<file path="config.mk">
export PLATFORM = sky130hd
export DESIGN_NAME = countdown_cmd_scheduler_flat
export DESIGN_NICKNAME = d
export VERILOG_FILES = /design/src/rtl/countdown_cmd_scheduler_pkg.sv /design/src/rtl/countdown_cmd_scheduler_if.sv /design/src/rtl/countdown_cmd_scheduler_cmd_fifo.sv /design/src/rtl/countdown_cmd_scheduler.sv /design/src/flat_wrapper.sv
export SDC_FILE = /design/constraint.sdc
export NUM_CORES = 1
export LEC_CHECK = 0
export CAP_MARGIN = 20
export CORE_MARGIN = 2
export CORE_UTILIZATION = 45
export DETAILED_ROUTE_END_ITERATION = 16
export PLACE_DENSITY = 0.7
export SYNTH_ARGS = -nofsm -noshare
export SYNTH_HDL_FRONTEND = slang
export SYNTH_SLANG_ARGS = --single-unit
</file>
<file path="constraint.sdc">
create_clock -name clk -period 2.8 [get_ports clk]
set_clock_uncertainty 0.15 [all_clocks]
set_input_delay 0.56 -clock clk [delete_from_list [all_inputs] [get_ports clk]]
set_output_delay 0.56 -clock clk [all_outputs]
set_load 0.01 [all_outputs]
</file>
<file path="src/rtl/countdown_cmd_scheduler_pkg.sv">
// -----------------------------------------------------------------------------
// countdown_cmd_scheduler_pkg
// Shared types for the countdown command stream: opcodes, command struct and
// the output-slot state encoding. The command struct is also consumed by the
// countdown core, so opcode values must stay fixed.
// -----------------------------------------------------------------------------
package countdown_cmd_scheduler_pkg;

  localparam int CMD_OP_W  = 3;
  localparam int CMD_ARG_W = 4;

  typedef enum logic [CMD_OP_W-1:0] {
    OP_NONE    = 3'd0,
    OP_START   = 3'd1,
    OP_CLEAR   = 3'd2,
    OP_NUM     = 3'd3,
    OP_CONFIRM = 3'd4,
    OP_TICK    = 3'd5
  } op_e;

  typedef struct packed {
    op_e                  op;
    logic [CMD_ARG_W-1:0] arg;
  } cmd_t;

  localparam cmd_t CMD_NONE = '{op: OP_NONE, arg: '0};
  localparam cmd_t CMD_TICK = '{op: OP_TICK, arg: '0};

  typedef enum logic {
    S_IDLE = 1'b0,
    S_HOLD = 1'b1
  } slot_state_e;

endpackage

</file>
<file path="src/rtl/countdown_cmd_scheduler_if.sv">
// -----------------------------------------------------------------------------
// countdown_cmd_scheduler_if
// Valid/ready command stream from the scheduler to the countdown core.
//   cmd_valid  command present
//   cmd_ready  core accepts when cmd_valid && cmd_ready
//   cmd_op     opcode
//   cmd_arg    digit for OP_NUM, else 0
// master = scheduler side, slave = core side.
// -----------------------------------------------------------------------------
interface countdown_cmd_scheduler_if;
  import countdown_cmd_scheduler_pkg::*;

  logic                 cmd_valid;
  logic                 cmd_ready;
  op_e                  cmd_op;
  logic [CMD_ARG_W-1:0] cmd_arg;

  modport master (output cmd_valid, output cmd_op, output cmd_arg, input cmd_ready);
  modport slave  (input cmd_valid, input cmd_op, input cmd_arg, output cmd_ready);

endinterface

</file>
<file path="src/rtl/countdown_cmd_scheduler_cmd_fifo.sv">
// -----------------------------------------------------------------------------
// cmd_fifo
// DEPTH-entry FIFO of cmd_t with synchronous push/pop. Pointers carry one
// extra wrap bit so full/empty come from an MSB compare. The caller only
// asserts i_push when there is room (or a pop happens in the same cycle), and
// only asserts i_pop when not empty.
// Ports:
//   clk, rst_n     clock, async active-low reset (empties the FIFO)
//   i_push         write i_push_data
//   i_push_data    command to store
//   i_pop          drop the head entry
//   o_head         head entry (valid when !o_empty)
//   o_full/o_empty occupancy flags
// -----------------------------------------------------------------------------
module cmd_fifo
  import countdown_cmd_scheduler_pkg::*;
#(
  parameter int DEPTH = 4
) (
  input  logic clk,
  input  logic rst_n,
  input  logic i_push,
  input  cmd_t i_push_data,
  input  logic i_pop,
  output cmd_t o_head,
  output logic o_full,
  output logic o_empty
);

  localparam int AW = $clog2(DEPTH);

  logic [AW:0] r_wptr;
  logic [AW:0] r_rptr;
  cmd_t        r_mem [DEPTH];

  always_ff @(posedge clk or negedge rst_n) begin
    if (!rst_n) begin
      r_wptr <= '0;
      r_rptr <= '0;
    end else begin
      if (i_push) r_wptr <= r_wptr + 1'b1;
      if (i_pop)  r_rptr <= r_rptr + 1'b1;
    end
  end

  // Storage needs no reset: contents are only observed behind the pointers.
  always_ff @(posedge clk) begin
    if (i_push) r_mem[r_wptr[AW-1:0]] <= i_push_data;
  end

  assign o_head  = r_mem[r_rptr[AW-1:0]];
  assign o_full  = (r_wptr[AW] != r_rptr[AW]) && (r_wptr[AW-1:0] == r_rptr[AW-1:0]);
  assign o_empty = (r_wptr == r_rptr);

endmodule

</file>
<file path="src/rtl/countdown_cmd_scheduler.sv">
// -----------------------------------------------------------------------------
// countdown_cmd_scheduler
// Serialises keypad events and 1 s ticks into one ordered valid/ready command
// stream for the countdown core. Keys go through a small FIFO, ticks through a
// saturating pending counter; a single output slot picks pending ticks first.
// Every event reaches cmd_valid two cycles after it is presented (idle path).
//
// Optional feature macro: TICK_GEN_EN
//   defined   - internal prescaler generates the tick every TICK_DIV cycles,
//               i_tick_in ignored
//   undefined - i_tick_in is the tick, no prescaler
//
// Ports:
//   clk            system clock
//   rst_n          async active-low reset, discards all queued work
//   i_key_start    key pulses (one cycle each); when several arrive together
//   i_key_clear      the priority is clear > start > confirm > num and the
//   i_key_confirm    losers are counted as dropped
//   i_key_num
//   i_num          digit, sampled with i_key_num
//   i_tick_in      external 1 s tick pulse
//   cmd_if         command stream (master side)
//   o_overflow     sticky: some key or tick was lost
//   o_drop_cnt     saturating count of lost events
//
// Slot FSM:
//   state  | meaning
//   S_IDLE | slot empty, cmd_valid=0
//   S_HOLD | command presented, waiting for cmd_ready
// -----------------------------------------------------------------------------
module countdown_cmd_scheduler
  import countdown_cmd_scheduler_pkg::*;
#(
  parameter int DEPTH       = 4,
  parameter int TICK_DIV    = 50000000,
  parameter int TICK_PEND_W = 2
) (
  input  logic                           clk,
  input  logic                           rst_n,
  input  logic                           i_key_start,
  input  logic                           i_key_clear,
  input  logic                           i_key_confirm,
  input  logic                           i_key_num,
  input  logic [CMD_ARG_W-1:0]           i_num,
  input  logic                           i_tick_in,
  countdown_cmd_scheduler_if.master      cmd_if,
  output logic                           o_overflow,
  output logic [7:0]                     o_drop_cnt
);

  localparam logic [TICK_PEND_W-1:0] PEND_MAX = '1;

  // ---------------------------------------------------------------- tick source
  logic w_tick;

`ifdef TICK_GEN_EN
  localparam int PW = (TICK_DIV > 1) ? $clog2(TICK_DIV) : 1;
  localparam logic [PW-1:0] PRESC_LAST = PW'(TICK_DIV - 1);

  logic [PW-1:0] r_presc;

  always_ff @(posedge clk or negedge rst_n) begin
    if (!rst_n)                   r_presc <= '0;
    else if (r_presc == PRESC_LAST) r_presc <= '0;
    else                          r_presc <= r_presc + 1'b1;
  end

  assign w_tick = (r_presc == PRESC_LAST);
`else
  // TICK_DIV has no effect without the internal prescaler.
  assign w_tick = i_tick_in && (TICK_DIV > 0);
`endif

  // ---------------------------------------------------------------- key select
  logic       w_key_any;
  logic [2:0] w_key_n;
  logic [2:0] w_key_drop;
  cmd_t       w_key_cmd;

  always_comb begin
    w_key_cmd = CMD_NONE;
    if (i_key_clear)        w_key_cmd.op = OP_CLEAR;
    else if (i_key_start)   w_key_cmd.op = OP_START;
    else if (i_key_confirm) w_key_cmd.op = OP_CONFIRM;
    else if (i_key_num) begin
      w_key_cmd.op  = OP_NUM;
      w_key_cmd.arg = i_num;
    end
  end

  assign w_key_any  = i_key_start | i_key_clear | i_key_confirm | i_key_num;
  assign w_key_n    = 3'(i_key_start) + 3'(i_key_clear) + 3'(i_key_confirm) + 3'(i_key_num);
  assign w_key_drop = w_key_any ? (w_key_n - 3'd1) : 3'd0;

  // ---------------------------------------------------------------- FIFO
  logic r_cmd_valid;
  cmd_t r_cmd;
  slot_state_e r_state;
  logic [TICK_PEND_W-1:0] r_pend;

  logic w_load;
  logic w_pend_nz;
  logic w_pop;
  logic w_push;
  logic w_fifo_full;
  logic w_fifo_empty;
  cmd_t w_fifo_head;

  assign w_load    = !r_cmd_valid || cmd_if.cmd_ready;
  assign w_pend_nz = (r_pend != '0);
  // Ticks win the slot; the FIFO only drains when no tick is waiting.
  assign w_pop     = w_load && !w_pend_nz && !w_fifo_empty;
  // A pop in the same cycle frees the entry the push needs.
  assign w_push    = w_key_any && (!w_fifo_full || w_pop);

  cmd_fifo #(.DEPTH(DEPTH)) u_fifo (
    .clk         (clk),
    .rst_n       (rst_n),
    .i_push      (w_push),
    .i_push_data (w_key_cmd),
    .i_pop       (w_pop),
    .o_head      (w_fifo_head),
    .o_full      (w_fifo_full),
    .o_empty     (w_fifo_empty)
  );

  // ---------------------------------------------------------------- pending ticks
  logic w_tick_take;
  logic w_tick_acc;
  logic w_tick_drop;

  assign w_tick_take = w_load && w_pend_nz;
  // A tick arriving at saturation survives only if one leaves in the same cycle.
  assign w_tick_acc  = w_tick && (w_tick_take || (r_pend != PEND_MAX));
  assign w_tick_drop = w_tick && !w_tick_acc;

  always_ff @(posedge clk or negedge rst_n) begin
    if (!rst_n)                          r_pend <= '0;
    else if (w_tick_acc && !w_tick_take) r_pend <= r_pend + 1'b1;
    else if (!w_tick_acc && w_tick_take) r_pend <= r_pend - 1'b1;
  end

  // ---------------------------------------------------------------- drop accounting
  logic [2:0] w_drops;
  logic [8:0] w_drop_sum;
  logic       r_overflow;
  logic [7:0] r_drop_cnt;

  assign w_drops    = w_key_drop + 3'(w_key_any && !w_push) + 3'(w_tick_drop);
  assign w_drop_sum = {1'b0, r_drop_cnt} + {6'd0, w_drops};

  always_ff @(posedge clk or negedge rst_n) begin
    if (!rst_n) begin
      r_overflow <= 1'b0;
      r_drop_cnt <= '0;
    end else begin
      if (w_drops != 3'd0) r_overflow <= 1'b1;
      r_drop_cnt <= w_drop_sum[8] ? 8'hFF : w_drop_sum[7:0];
    end
  end

  // ---------------------------------------------------------------- output slot
  logic w_src_valid;
  cmd_t w_src_cmd;

  assign w_src_valid = w_pend_nz || !w_fifo_empty;
  assign w_src_cmd   = w_pend_nz ? CMD_TICK : w_fifo_head;

  always_ff @(posedge clk or negedge rst_n) begin
    if (!rst_n) begin
      r_state     <= S_IDLE;
      r_cmd_valid <= 1'b0;
      r_cmd       <= CMD_NONE;
    end else begin
      unique case (r_state)
        S_IDLE: begin
          if (w_src_valid) begin
            r_state     <= S_HOLD;
            r_cmd_valid <= 1'b1;
            r_cmd       <= w_src_cmd;
          end
        end
        S_HOLD: begin
          if (cmd_if.cmd_ready) begin
            if (w_src_valid) begin
              r_cmd <= w_src_cmd;
            end else begin
              r_state     <= S_IDLE;
              r_cmd_valid <= 1'b0;
              r_cmd       <= CMD_NONE;
            end
          end
        end
        default: begin
          r_state     <= S_IDLE;
          r_cmd_valid <= 1'b0;
          r_cmd       <= CMD_NONE;
        end
      endcase
    end
  end

  assign cmd_if.cmd_valid = r_cmd_valid;
  assign cmd_if.cmd_op    = r_cmd.op;
  assign cmd_if.cmd_arg   = r_cmd.arg;
  assign o_overflow       = r_overflow;
  assign o_drop_cnt       = r_drop_cnt;

endmodule

</file>
<file path="src/flat_wrapper.sv">
// flat-port wrapper written by rule: the top's interface ports become plain ports
module countdown_cmd_scheduler_flat import countdown_cmd_scheduler_pkg::*;
#(
  parameter int DEPTH       = 4,
  parameter int TICK_DIV    = 50000000,
  parameter int TICK_PEND_W = 2
)
  (clk, rst_n, i_key_start, i_key_clear, i_key_confirm, i_key_num, i_num, i_tick_in, o_overflow, o_drop_cnt, cmd_if_cmd_valid, cmd_if_cmd_op, cmd_if_cmd_arg, cmd_if_cmd_ready);
  countdown_cmd_scheduler_if cmd_if_i ();
  input  logic clk;
  input  logic rst_n;
  input  logic i_key_start;
  input  logic i_key_clear;
  input  logic i_key_confirm;
  input  logic i_key_num;
  input  logic [CMD_ARG_W-1:0] i_num;
  input  logic i_tick_in;
  output logic o_overflow;
  output logic [7:0] o_drop_cnt;
  output wire logic [$bits(cmd_if_i.cmd_valid)-1:0] cmd_if_cmd_valid;
  output wire logic [$bits(cmd_if_i.cmd_op)-1:0] cmd_if_cmd_op;
  output wire logic [$bits(cmd_if_i.cmd_arg)-1:0] cmd_if_cmd_arg;
  input wire logic [$bits(cmd_if_i.cmd_ready)-1:0] cmd_if_cmd_ready;
  assign cmd_if_cmd_valid = cmd_if_i.cmd_valid;
  assign cmd_if_cmd_op = cmd_if_i.cmd_op;
  assign cmd_if_cmd_arg = cmd_if_i.cmd_arg;
  assign cmd_if_i.cmd_ready = cmd_if_cmd_ready;
  countdown_cmd_scheduler #(.DEPTH(DEPTH), .TICK_DIV(TICK_DIV), .TICK_PEND_W(TICK_PEND_W)) u_core (.clk(clk), .rst_n(rst_n), .i_key_start(i_key_start), .i_key_clear(i_key_clear), .i_key_confirm(i_key_confirm), .i_key_num(i_key_num), .i_num(i_num), .i_tick_in(i_tick_in), .cmd_if(cmd_if_i), .o_overflow(o_overflow), .o_drop_cnt(o_drop_cnt));
endmodule
</file>
---- After elaboration in Yosys (flattened, before gate mapping) ----
Memories as Yosys holds them, arrays and structs flattened.
Cells that the tools add are included.
Widths: inputs -> output; s select.
cells by class
  eq/ne operators ......................... 7
  shifts and indexed selects .............. 0
  reduce and logical (&&, ||, !) cells .... 26
  multiplexer cells ....................... 25
  $add $sub $neg .......................... 11
  multipliers ............................. 0
  magnitude comparators ................... 0
  div/mod/pow operators ................... 0
  bitwise operators ....................... 4
operator list
  cell                 count
  $mux 7               4
  $pmux 7 s2           1
  $add 3x1->3          4
  $mux 3               4
  $mux 4               3
  $logic_and 1x1->1    10
  $add 8x3->9          1
  $mux 8               1
  $logic_not 1->1      7
  $mux 1               7
  $add 3x1->3 const B  2
  $mux 6               1
  $ne 2x2->1 const B   3
  $logic_or 1x1->1     4
  $mux 2               2
  $pmux 1 s2           2
  $reduce_bool 2->1    2
  $eq 3x3->1           1
  $or 1x1->1           3
  $reduce_and 3->1     1
  $reduce_bool 3->1    1
  $sub 3x1->3 const B  1
  $add 1x1->2          1
  $add 2x1->2 const B  1
  other kinds (6)      6
word-level totals
  input bits .............................. 12
  logic and storage cells ................. 83
  output and inout port bits .............. 17
  memory bits (read-only) ................. 0
  memories ................................ 1
  register bits ........................... 26
  bits in latches ......................... 0
  bits in writable memories ............... 28
memories
  memory               depth  bits a word  read ports  clocked after Yosys merged registers in  write ports  RTL line                                source
  u_core.u_fifo.r_mem  4      7            1           0                                        1            countdown_cmd_scheduler_cmd_fifo.sv:34  cmd_t r_mem [DEPTH];

---- Logic depth before layout (Yosys ltp) ----
Gate-level depths: netlist (run 1).
  depth in word-level cells ............... 12
  mapped depth ............................ 16
  gate-level depth less buffers ........... 16

---- Hierarchy ----
Synthesis (run 1) repeated with hierarchy kept, for this count alone.
second synthesis, totals
  cell total of the unflattened synthesis .. 208
  area total of the unflattened synthesis .. 2652.5 µm²
by module, submodules not included
  module                   area each (µm²)  instances  cells an instance  seq. area each (µm²)
  cmd_fifo                 1357.6           1          67                 991.0
  countdown_cmd_scheduler  1295.0           1          141                500.5

---- Worst setup path after synthesis (run 1) ----
Ideal clock, no wire load.
  path kind ............................... input to register
  start ................................... input i_key_start
  end ..................................... register u_core.r_drop_cnt[2] (netlist: u_core.o_drop_cnt[2])
  arrival ................................. 3.368 ns
  slack ................................... -0.801 ns
  buffers on the path ..................... 0
  data required time ...................... 2.567 ns
  stages .................................. 16
  library setup time ...................... 0.083 ns
  path through ............................ inv_1 > ha_1 > inv_1 > ha_1 > inv_1 > ha_1 > inv_1 > fa_1 > nor2_1 > ha_1 > inv_1 > fa_1 > nor2b_1 > nor2_1 > or3_1 > o21ai_0
between the ends
  word-level cells in the longest chain between the ends .. 10
  elaborated cells between the ends (all ways) .. 15
  those cells by class .................... 7 x add/sub; 2 x mux; 3 x bitwise; 3 x reduce/logical
RTL lines
  item                                                                 RTL line                        source
  from (decl)                                                          flat_wrapper.sv:12              input logic i_key_start;
  parallel branches: the longest is 6 deep, another holds $add 3x1->3  -
  $add 3x1->3 * (2 in a row)                                           countdown_cmd_scheduler.sv:149  assign w_drops = w_key_drop + 3'(w_key_any && !w_push) + 3'(w_tick_drop);
  $add 8x3->9 *                                                        countdown_cmd_scheduler.sv:150  assign w_drop_sum = {1'b0, r_drop_cnt} + {6'd0, w_drops};
  $mux 8 *                                                             countdown_cmd_scheduler.sv:158  r_drop_cnt <= w_drop_sum[8] ? 8'hFF : w_drop_sum[7:0];
  to (signal assigned)                                                 countdown_cmd_scheduler.sv:158
  to (decl)                                                            countdown_cmd_scheduler.sv:147  logic [7:0] r_drop_cnt;
Every way passes the cells marked *.
A chain may end at the register's enable or synchronous reset.

---- Worst setup path in the final report (run 1) ----
  start ................................... input i_key_clear
  end ..................................... register u_core.r_drop_cnt[7] (netlist: u_core.o_drop_cnt[7])
between the ends
  word-level cells in the longest chain between the ends .. 10
  elaborated cells between the ends (all ways) .. 15
  those cells by class .................... 7 x add/sub; 2 x mux; 3 x bitwise; 3 x reduce/logical
RTL lines
  item                                                                 RTL line                        source
  from (decl)                                                          flat_wrapper.sv:13              input logic i_key_clear;
  parallel branches: the longest is 6 deep, another holds $add 3x1->3  -
  $add 3x1->3 * (2 in a row)                                           countdown_cmd_scheduler.sv:149
  $add 8x3->9 *                                                        countdown_cmd_scheduler.sv:150
  $mux 8 *                                                             countdown_cmd_scheduler.sv:158
Marked as above.

==> run summary, run 1 <==
The total routing usage reported by global routing is between 15 and 20%. The most critical setup path has its endpoint at u_core.o_drop_cnt[7]. The average footprint of a synthesized cell came out at about 13 sq um. The data required time of the worst path is ~2.8 ns. The number of antenna violations at the first check in global routing came to 0.

Buffers placed on the I/O ports in this run total 28. The post-synth net total came out at between 200 and 250. Leaving out fill and tap cells, the most frequent cells in the layout are 28 x sky130_fd_sc_hd__buf_4, 28 x sky130_fd_sc_hd__edfxtp_1, 26 x sky130_fd_sc_hd__dfrtp_1. The checks that failed: negative setup slack.

The number of hold violations in the final report is 0. In the synthesized netlist, the number of instances is just over 200. The worst hold path belongs to the class flip-flop to flip-flop. The worst register-to-register path ends at u_core.o_drop_cnt[0].

The number of levels the H-tree was split into came out at 2. The first-pass GRT wire length came out at ~8.0 mm. The share of synthesized registers carrying an async set or reset came out at roughly half. The antenna diode count came out at 0. For this run, the register share of the synthesized area comes to a little over half. The synthesized netlist devotes between 7 and 8% of its cell area to compound gates. The number of cells on the worst hold path is 1.

The fraction of synthesized area in multiplexers is between 8 and 9%. Summed over all layers, the routed wires come to a little under 5 mm. The synthesized netlist devotes under 10% of its cell area to XOR and XNOR gates. The number of enable-type register cells in the synthesized netlist is 28. The worst pin sits at a relative slew slack of 68.7%. By area, the combinational part of the netlist is dominated by simple AND/OR/NAND/NOR gates. Summing the areas of all fa, ha and maj instances in the mapped netlist gives 8.51% of the synthesized area.

The total setup violations reported at the end of the flow came out at 9. The synthesized design contains 54 register bits. The number of pins exceeding their max-slew limit in the final report is 0.

The area share of and/or/nand/nor cells after synthesis is between 10 and 15%. The root buffer selected by CTS is sky130_fd_sc_hd__clkbuf_8. The worst IR drop on VDD is just over 0.0005 V. The die area came out at between 6000 and 7000 sq um.

The count of antenna-violating nets left after detailed routing came out at 0. The combinational share of power is between 50% and 60%. Once layout is complete, the cells apart from fillers number between 300 and 400. For the pin with the worst max-slew slack, the measured transition is around 0.47 ns. The flow ran to the end, but the final reports show violations. The capturing element type of the critical path is a flip-flop. The post-layout minimum cycle time came out at between 3 and 4 ns. Dividing total power by cell area gives a power density of around 1200 nW/um^2. Once placement completed, the tool counted placed cells totaling 329. The final weighted congestion in routability-driven placement is between 0.7 and 0.8.

In the final routed layout, each cell accounts on average for 14.2 um. The part of the total power dissipated in the clock network is 10.2%. The initial standard-cell utilization of the core is between 40% and 50%. The area share of the largest cell type after synthesis came out at 30.4%. The leakage power total came out at 0.00145 uW. After synthesis, the netlist uses 39 different library cells.

The later-pin clock latency in the skew report is about 0.30 ns. Tracing the worst setup path back leads to its startpoint at i_key_clear. The maximum number of pins on one net before global-route repair came out at 27. The width of the chip came out at between 80 and 90 um. The final critical-path share of the clock period is 117%. Sequential cells account for between 30% and 40% of the total power. The number of standard-cell rows in the floorplan came out at 28. STA classifies the critical path startpoint as a primary input. The worst-path maximum fanout came out at 3. The type of the worst setup path is primary input to flip-flop.

The switching power share of the total came out at a little under two fifths. The number of design rule violations left after detail routing is 0. For this block, the initial DRC count from the detailed router was 60.

The chip height came out at between 80 and 90 um. The reported max-cap violation count came out at 0. The number of vias per cell after detailed routing is around 5.1. Setup repair after global routing could not meet its margin everywhere. After legalization and detailed placement, the total HPWL measured ~3.5 mm. The total via count after detailed routing came out at roughly 1700.

In this run the deepest clock path goes through 2 buffers. The cell area that synthesis handed to floorplanning was around 2800 sq um. At the end of the flow, the number of nets in the layout was slightly below 300. The placeable core region is just under 6000 sq um. The reported net switching power is around 1500 uW. The first-pass iteration count of the detailed router is 4. The footprint of the flip-flops and latches came out at 1490 sq um. The share of cells above drive strength 1 is 33.1%. The number of global-route vias before repair is 1749. TritonCTS built the clock tree. The internal power of the cells is between 2000 and 3000 uW. The largest total area in the synthesized netlist belongs to sky130_fd_sc_hd__edfxtp_1.

Setup slack on the critical path of the routed design comes to -0.472 ns. The worst register-to-register path begins at u_core.cmd_if.cmd_valid. During synthesis, Yosys emitted a total of 0 warnings. The sum of negative setup slack came out at -3.26 ns. The number of top-level design ports came out at 29.

Among all flip-flop cells after synthesis, the most frequent one is sky130_fd_sc_hd__edfxtp_1. The number of fill cells in the layout came out at 464. The area growth from synthesis to layout is 29.9%. Yosys attributes the largest share of cell area to sky130_fd_sc_hd__edfxtp_1 30%, sky130_fd_sc_hd__dfrtp_1 24%, sky130_fd_sc_hd__ha_1 6.3%. The worst register-to-register path has a depth of 13.

The sum of overflow across all layers after global routing is 0. The CTS sink count is between 50 and 60. The clock transition at the register clock pins on the worst setup and hold paths after CTS came out at approximately 0.09 ns.

The total clock buffers created by CTS is 5. The maximum clock frequency is approximately 300 MHz. The worst setup slack for register-to-register paths came out at -0.23 ns. The area of the multi-input gates is approximately 1300 sq um. Data arrives at the worst endpoint at ~3.3 ns.
## cell usage after synthesis (5+ instances only)
cell	instances
sky130_fd_sc_hd__xor2_1	6
sky130_fd_sc_hd__dfrtp_1	26
sky130_fd_sc_hd__mux4_2	7
sky130_fd_sc_hd__edfxtp_1	28
sky130_fd_sc_hd__a32oi_1	5
sky130_fd_sc_hd__nor2_1	10
sky130_fd_sc_hd__and3_1	5
sky130_fd_sc_hd__a21oi_1	6
sky130_fd_sc_hd__o21ai_0	5
sky130_fd_sc_hd__ha_1	14
sky130_fd_sc_hd__mux2i_1	5
sky130_fd_sc_hd__and2_1	6
sky130_fd_sc_hd__xnor2_1	6
sky130_fd_sc_hd__nand2_1	10
sky130_fd_sc_hd__o21ai_1	6
sky130_fd_sc_hd__inv_1	14
## power by group through the flow
stage	clock network [uW]	registers (uW)	logic [uW]
after floorplan	0	1460	1410
after global placement	0	1420	2070
after detailed placement	0	1440	2100
after CTS	438	1440	2200
after global routing	468	1480	2510
final	422	1440	2270
## routing by layer
metal | up-vias | GRT usage (%) | wire length, um | share of wire [%]
met2 | 27 | 26.9 | 2370 | 49
met5 | - | 0 | 0 | 0
met3 | 7 | 2.93 | 123 | 2.5
met4 | 0 | 6.00 | 80 | 1.7
li1 | 862 | - | - | -
met1 | 832 | 20.1 | 2270 | 47
## timing repair
action,in CTS,in global routing
hold endpoints to repair,0,0
setup endpoints to repair,9,9
gates resized for setup,26,9
hold buffers,0,0
buffers inserted,3,1
pin swaps,16,12
## logic make-up after synthesis
group / after synthesis
and+or+nand+nor: 55
DFF: 54
AOI/OAI and AO/OA: 31
buffers and inverters: 18
adders and majority gates: 17
xor gates and xnor gates: 15
muxes: 15
## worst min-delay path by stage
stage | startpoint | end
floorplan | rst_n | u_core.cmd_if.cmd_arg[0]
global placement | u_core.o_overflow | u_core.o_overflow
detailed placement | u_core.o_overflow | u_core.o_overflow
CTS | u_core.o_overflow | u_core.o_overflow
global route | u_core.o_overflow | u_core.o_overflow
finish | u_core.o_overflow | u_core.o_overflow
## cell type report
cell class	count	share of cell area (%)
clock buffers	6	2.02
clock inverters	2	0.418
inverters	14	1.95
multi-input cells	133	37.1
flip-flops and latches	54	41.5
well taps	75	2.61
repair buffers	57	14.3
## registers in the layout (all words and copies together), names as in the netlist
register	cells
u_core.r_pend	2
u_core.o_overflow	1
u_core.u_fifo.r_mem	28
u_core.u_fifo.r_rptr	3
u_core.cmd_if.cmd_valid	1
u_core.r_state	1
u_core.o_drop_cnt	8
u_core.cmd_if.cmd_op	3
u_core.u_fifo.r_wptr	3
u_core.cmd_if.cmd_arg	4
## per-stage QoR
step / total power (uW) / worst slack (ns) / util, % / hold WS [ns] / instance area [sq um]
after detailed placement: 3550 / -1.33 / 57.0 / 0.335 / 3380
after floorplan: 2870 / -0.526 / - / 0.114 / 2860
after CTS: 4070 / -0.517 / 59.7 / 0.360 / 3540
after global routing: 4460 / -0.572 / 60.7 / 0.399 / 3590
final: 4130 / -0.472 / 60.7 / 0.375 / 3590
after global placement: 3500 / -1.33 / 57.0 / 0.337 / 3380
## worst max-delay path: stages
cell	delay (ns)
sky130_fd_sc_hd__buf_12	0.09
sky130_fd_sc_hd__inv_12	0.03
sky130_fd_sc_hd__ha_4	0.24
sky130_fd_sc_hd__inv_2	0.04
sky130_fd_sc_hd__ha_4	0.25
sky130_fd_sc_hd__inv_2	0.03
sky130_fd_sc_hd__ha_4	0.14
sky130_fd_sc_hd__inv_2	0.04
sky130_fd_sc_hd__fa_1	0.39
sky130_fd_sc_hd__nor2_1	0.12
sky130_fd_sc_hd__ha_2	0.29
sky130_fd_sc_hd__buf_6	0.13
sky130_fd_sc_hd__ha_4	0.25
sky130_fd_sc_hd__a21o_1	0.14
sky130_fd_sc_hd__a21oi_4	0.08
sky130_fd_sc_hd__nor3b_2	0.19
sky130_fd_sc_hd__mux2_4	0.31
Power figures use the tool's default switching activity.
==> run 2, diff against run 1 <==
--- a/config.mk
+++ b/config.mk
@@ -9,7 +9,9 @@
 export CORE_MARGIN = 2
 export CORE_UTILIZATION = 45
 export DETAILED_ROUTE_END_ITERATION = 16
+export MAX_ROUTING_LAYER = met4
 export PLACE_DENSITY = 0.7
+export SETUP_SLACK_MARGIN = 0.4
 export SYNTH_ARGS = -nofsm -noshare
 export SYNTH_HDL_FRONTEND = slang
 export SYNTH_SLANG_ARGS = --single-unit
==> run 2 against run 1 <==
  * The run still ends with negative setup slack left
  * Die area unchanged
  * Worst hold slack about the same
  * Via count increased by 0.69%
  * Setup slack gained 0.0015 ns
  * Global-route usage grew 0.46 points
  * Combinational power about the same
  * Non-clock buffer count did not move
  * Total power about the same
  * Wire length is 0.39% lower
  * Cell count did not move
  * Clock-buffer cell count is the same
  * Critical path type unchanged
==> run summary, run 2 (same netlist as run 1, synthesis figures left out) <==
The flip-flop count of the largest register, all copies and words added came out at 28. The type of the worst setup path is primary input to flip-flop. The number of antenna violations at the first check in global routing is 0. The width of the chip came out at 82.4 um. The initial standard-cell utilization of the core came out at between 40 and 50%. The leakage power total came out at ~0.0014 uW. The first-pass iteration count of the detailed router is 4. The maximum root-to-sink buffer count is 2.

In the global route stage, overall resource usage came out at 16.3%. The maximum clock frequency came out at between 300 and 400 MHz. The routed wire length per instance came out at 14.2 um. STA classifies the critical path startpoint as a primary input.

The antenna diode count is 0. The utilization after layout came out at a little over 60%. The critical path goes through buf_12, inv_12, ha_4, inv_2, ha_4, inv_2, ha_4, inv_2, fa_1, nor2_1, ha_2, buf_6, ha_4, a21o_1, a21oi_4, nor3b_2, mux2_4. The net total in the final layout is a little under 300. In the final layout, the multi-input gates occupy 1330 sq um.

The run finished, with violations left. The post-placement worst setup slack is -1.33 ns. In the finished design, the share of the clock period the worst path needs comes to 117%. The worst-margin pin slew is approximately 0.47 ns. The CTS sink count is between 50 and 60. The number of top-level design ports came out at 29. The worst pin sits at a relative slew slack of 68.6%. The number of global-route vias before repair came out at ~1700. In the layout the commonest cells are 28 x sky130_fd_sc_hd__buf_4, 28 x sky130_fd_sc_hd__edfxtp_1, 26 x sky130_fd_sc_hd__dfrtp_1. The number of fill cells in the layout came out at roughly 460. The quantity of I/O buffers inserted on ports came out at 28. The root buffer selected by CTS is sky130_fd_sc_hd__clkbuf_8.

The number of vias per cell after detailed routing is just over 5. The post-layout minimum cycle time is roughly 3.3 ns. The worst setup margin is -0.471 ns. The detailed-route wire length is approximately 4.8 mm. The most numerous cell type found on the critical path is sky130_fd_sc_hd__ha_4. The count of antenna-violating nets left after detailed routing came out at 0. The initial detailed-routing violation count is 73.

The cell area after layout is around 3600 sq um. The power density relative to cell area is between 1000 and 1500 nW/um^2. The placeable core region is roughly 5900 sq um.

The critical path's largest stage delay is 0.39 ns. The worst IR drop on VDD is slightly above 0.0005 V. The first-pass GRT wire length is 8.00 mm. After detailed placement, the design holds a cell count of 329. Setup repair after global routing could not meet its margin everywhere. The data required time of the worst path came out at ~2.9 ns.

The critical path data arrival time is between 3 and 4 ns. The critical hold path startpoint is u_core.o_overflow. In this run the vertical extent of the chip is ~80 um.

The sequential cells in the finished layout cover a total of between 1000 and 1500 sq um. In this run the critical register-to-register path is launched from u_core.cmd_if.cmd_valid. The clock transition at the register clock pins on the worst setup and hold paths after CTS is around 0.090 ns.

The number of pins exceeding their max-slew limit in the final report came out at 0. TritonCTS built the clock tree. The class of the most critical hold timing path is flip-flop to flip-flop. Setup violations remaining at the end of the flow were counted as 9. The non-filler instance count after layout is around 340. Relative to the synthesized area, the layout overhead comes to 29.9%. Detailed routing inserted a total of around 1700 vias. In this run the number of H-tree levels came out at 2.

The critical path starts at i_key_clear. The reported max-cap violation count came out at 0. STA classifies the critical path endpoint as a flip-flop. The worst-path maximum fanout came out at 3.

The number of clock buffers added by TritonCTS is 5. The cell with the largest stage delay on the worst path is sky130_fd_sc_hd__fa_1. The cell area after placement is approximately 3400 sq um. The number of design rule violations left after detail routing came out at 0.

The share of cells above drive strength 1 is 33.1%. Global routing finished with a remaining overflow of 0. The later pin in the worst-skew pair is clocked with a latency of 0.30 ns. Once detailed placement completed, the half-perimeter wirelength came to ~3.5 mm. The checks that failed: negative setup slack. The final weighted congestion in routability-driven placement came out at ~0.75.

The sum of negative setup slack is -3.25 ns. The number of standard-cell rows in the floorplan is 28. The number of hold violations in the final report came out at 0. The floorplan step defined a die boundary enclosing 6780 sq um.

Entering global routing, the biggest net connects 27 pins.
==> run 2: stage by stage <==
step                      hold WS [ns]  total power [uW]
after global routing             0.399              4460
after floorplan                  0.114              2870
final                            0.375              4130
after detailed placement         0.335              3550
after CTS                        0.360              4070
after global placement           0.337              3500
==> run 2: critical path: cells and delay by family <==
family / cells / cell delay [ns]
muxes: 1 / 0.31
buffers and inverters: 6 / 0.36
and+or+nand+nor: 2 / 0.31
adders and majority gates: 6 / 1.56
AOI/OAI and AO/OA: 2 / 0.22
==> run 2: repair_timing <==
item	4_1_cts	5_1_grt
buffers inserted	3	1
hold buffers	0	0
pin swaps	16	12
resized for setup	26	9
cloned	0	0
endpoints found under the setup margin	9	9
==> run 2: path summary, 6_finish.rpt <==
kind                            cells after the start  slack (ns)              endpoint
worst max-delay path                               17       -0.47  u_core.o_drop_cnt[7]
worst min-delay path                                1        0.38     u_core.o_overflow
worst max register to register                     13       -0.23  u_core.o_drop_cnt[0]
worst min register to register                      1        0.38     u_core.o_overflow
max in group asynchronous                           2        1.77  u_core.o_drop_cnt[0]
min in group asynchronous                           2        0.47      u_core.r_pend[1]
==> run 2: report_power, final <==
part	switching (uW)	internal [uW]
sequential	219	1220
clock	248	177
combinational	1060	1210
total	1530	2610
==> run 2: final cells by class <==
class | instances | area share, %
Clock buffer | 6 | 2.02
Multi-Input combinational cell | 133 | 37.1
Timing Repair Buffer | 57 | 14.3
Clock inverter | 2 | 0.418
Tap cell | 75 | 2.61
Sequential cell | 54 | 41.5
Inverter | 14 | 1.95
==> run 2: layer usage <==
metal | track usage, % | routed length (um) | vias to the layer above
met1 | 20.1 | 2260 | 847
li1 | - | - | 864
met3 | 2.93 | 112 | 7
met4 | 6.00 | 68 | 0
met2 | 26.9 | 2380 | 22
met5 | - | 0 | -
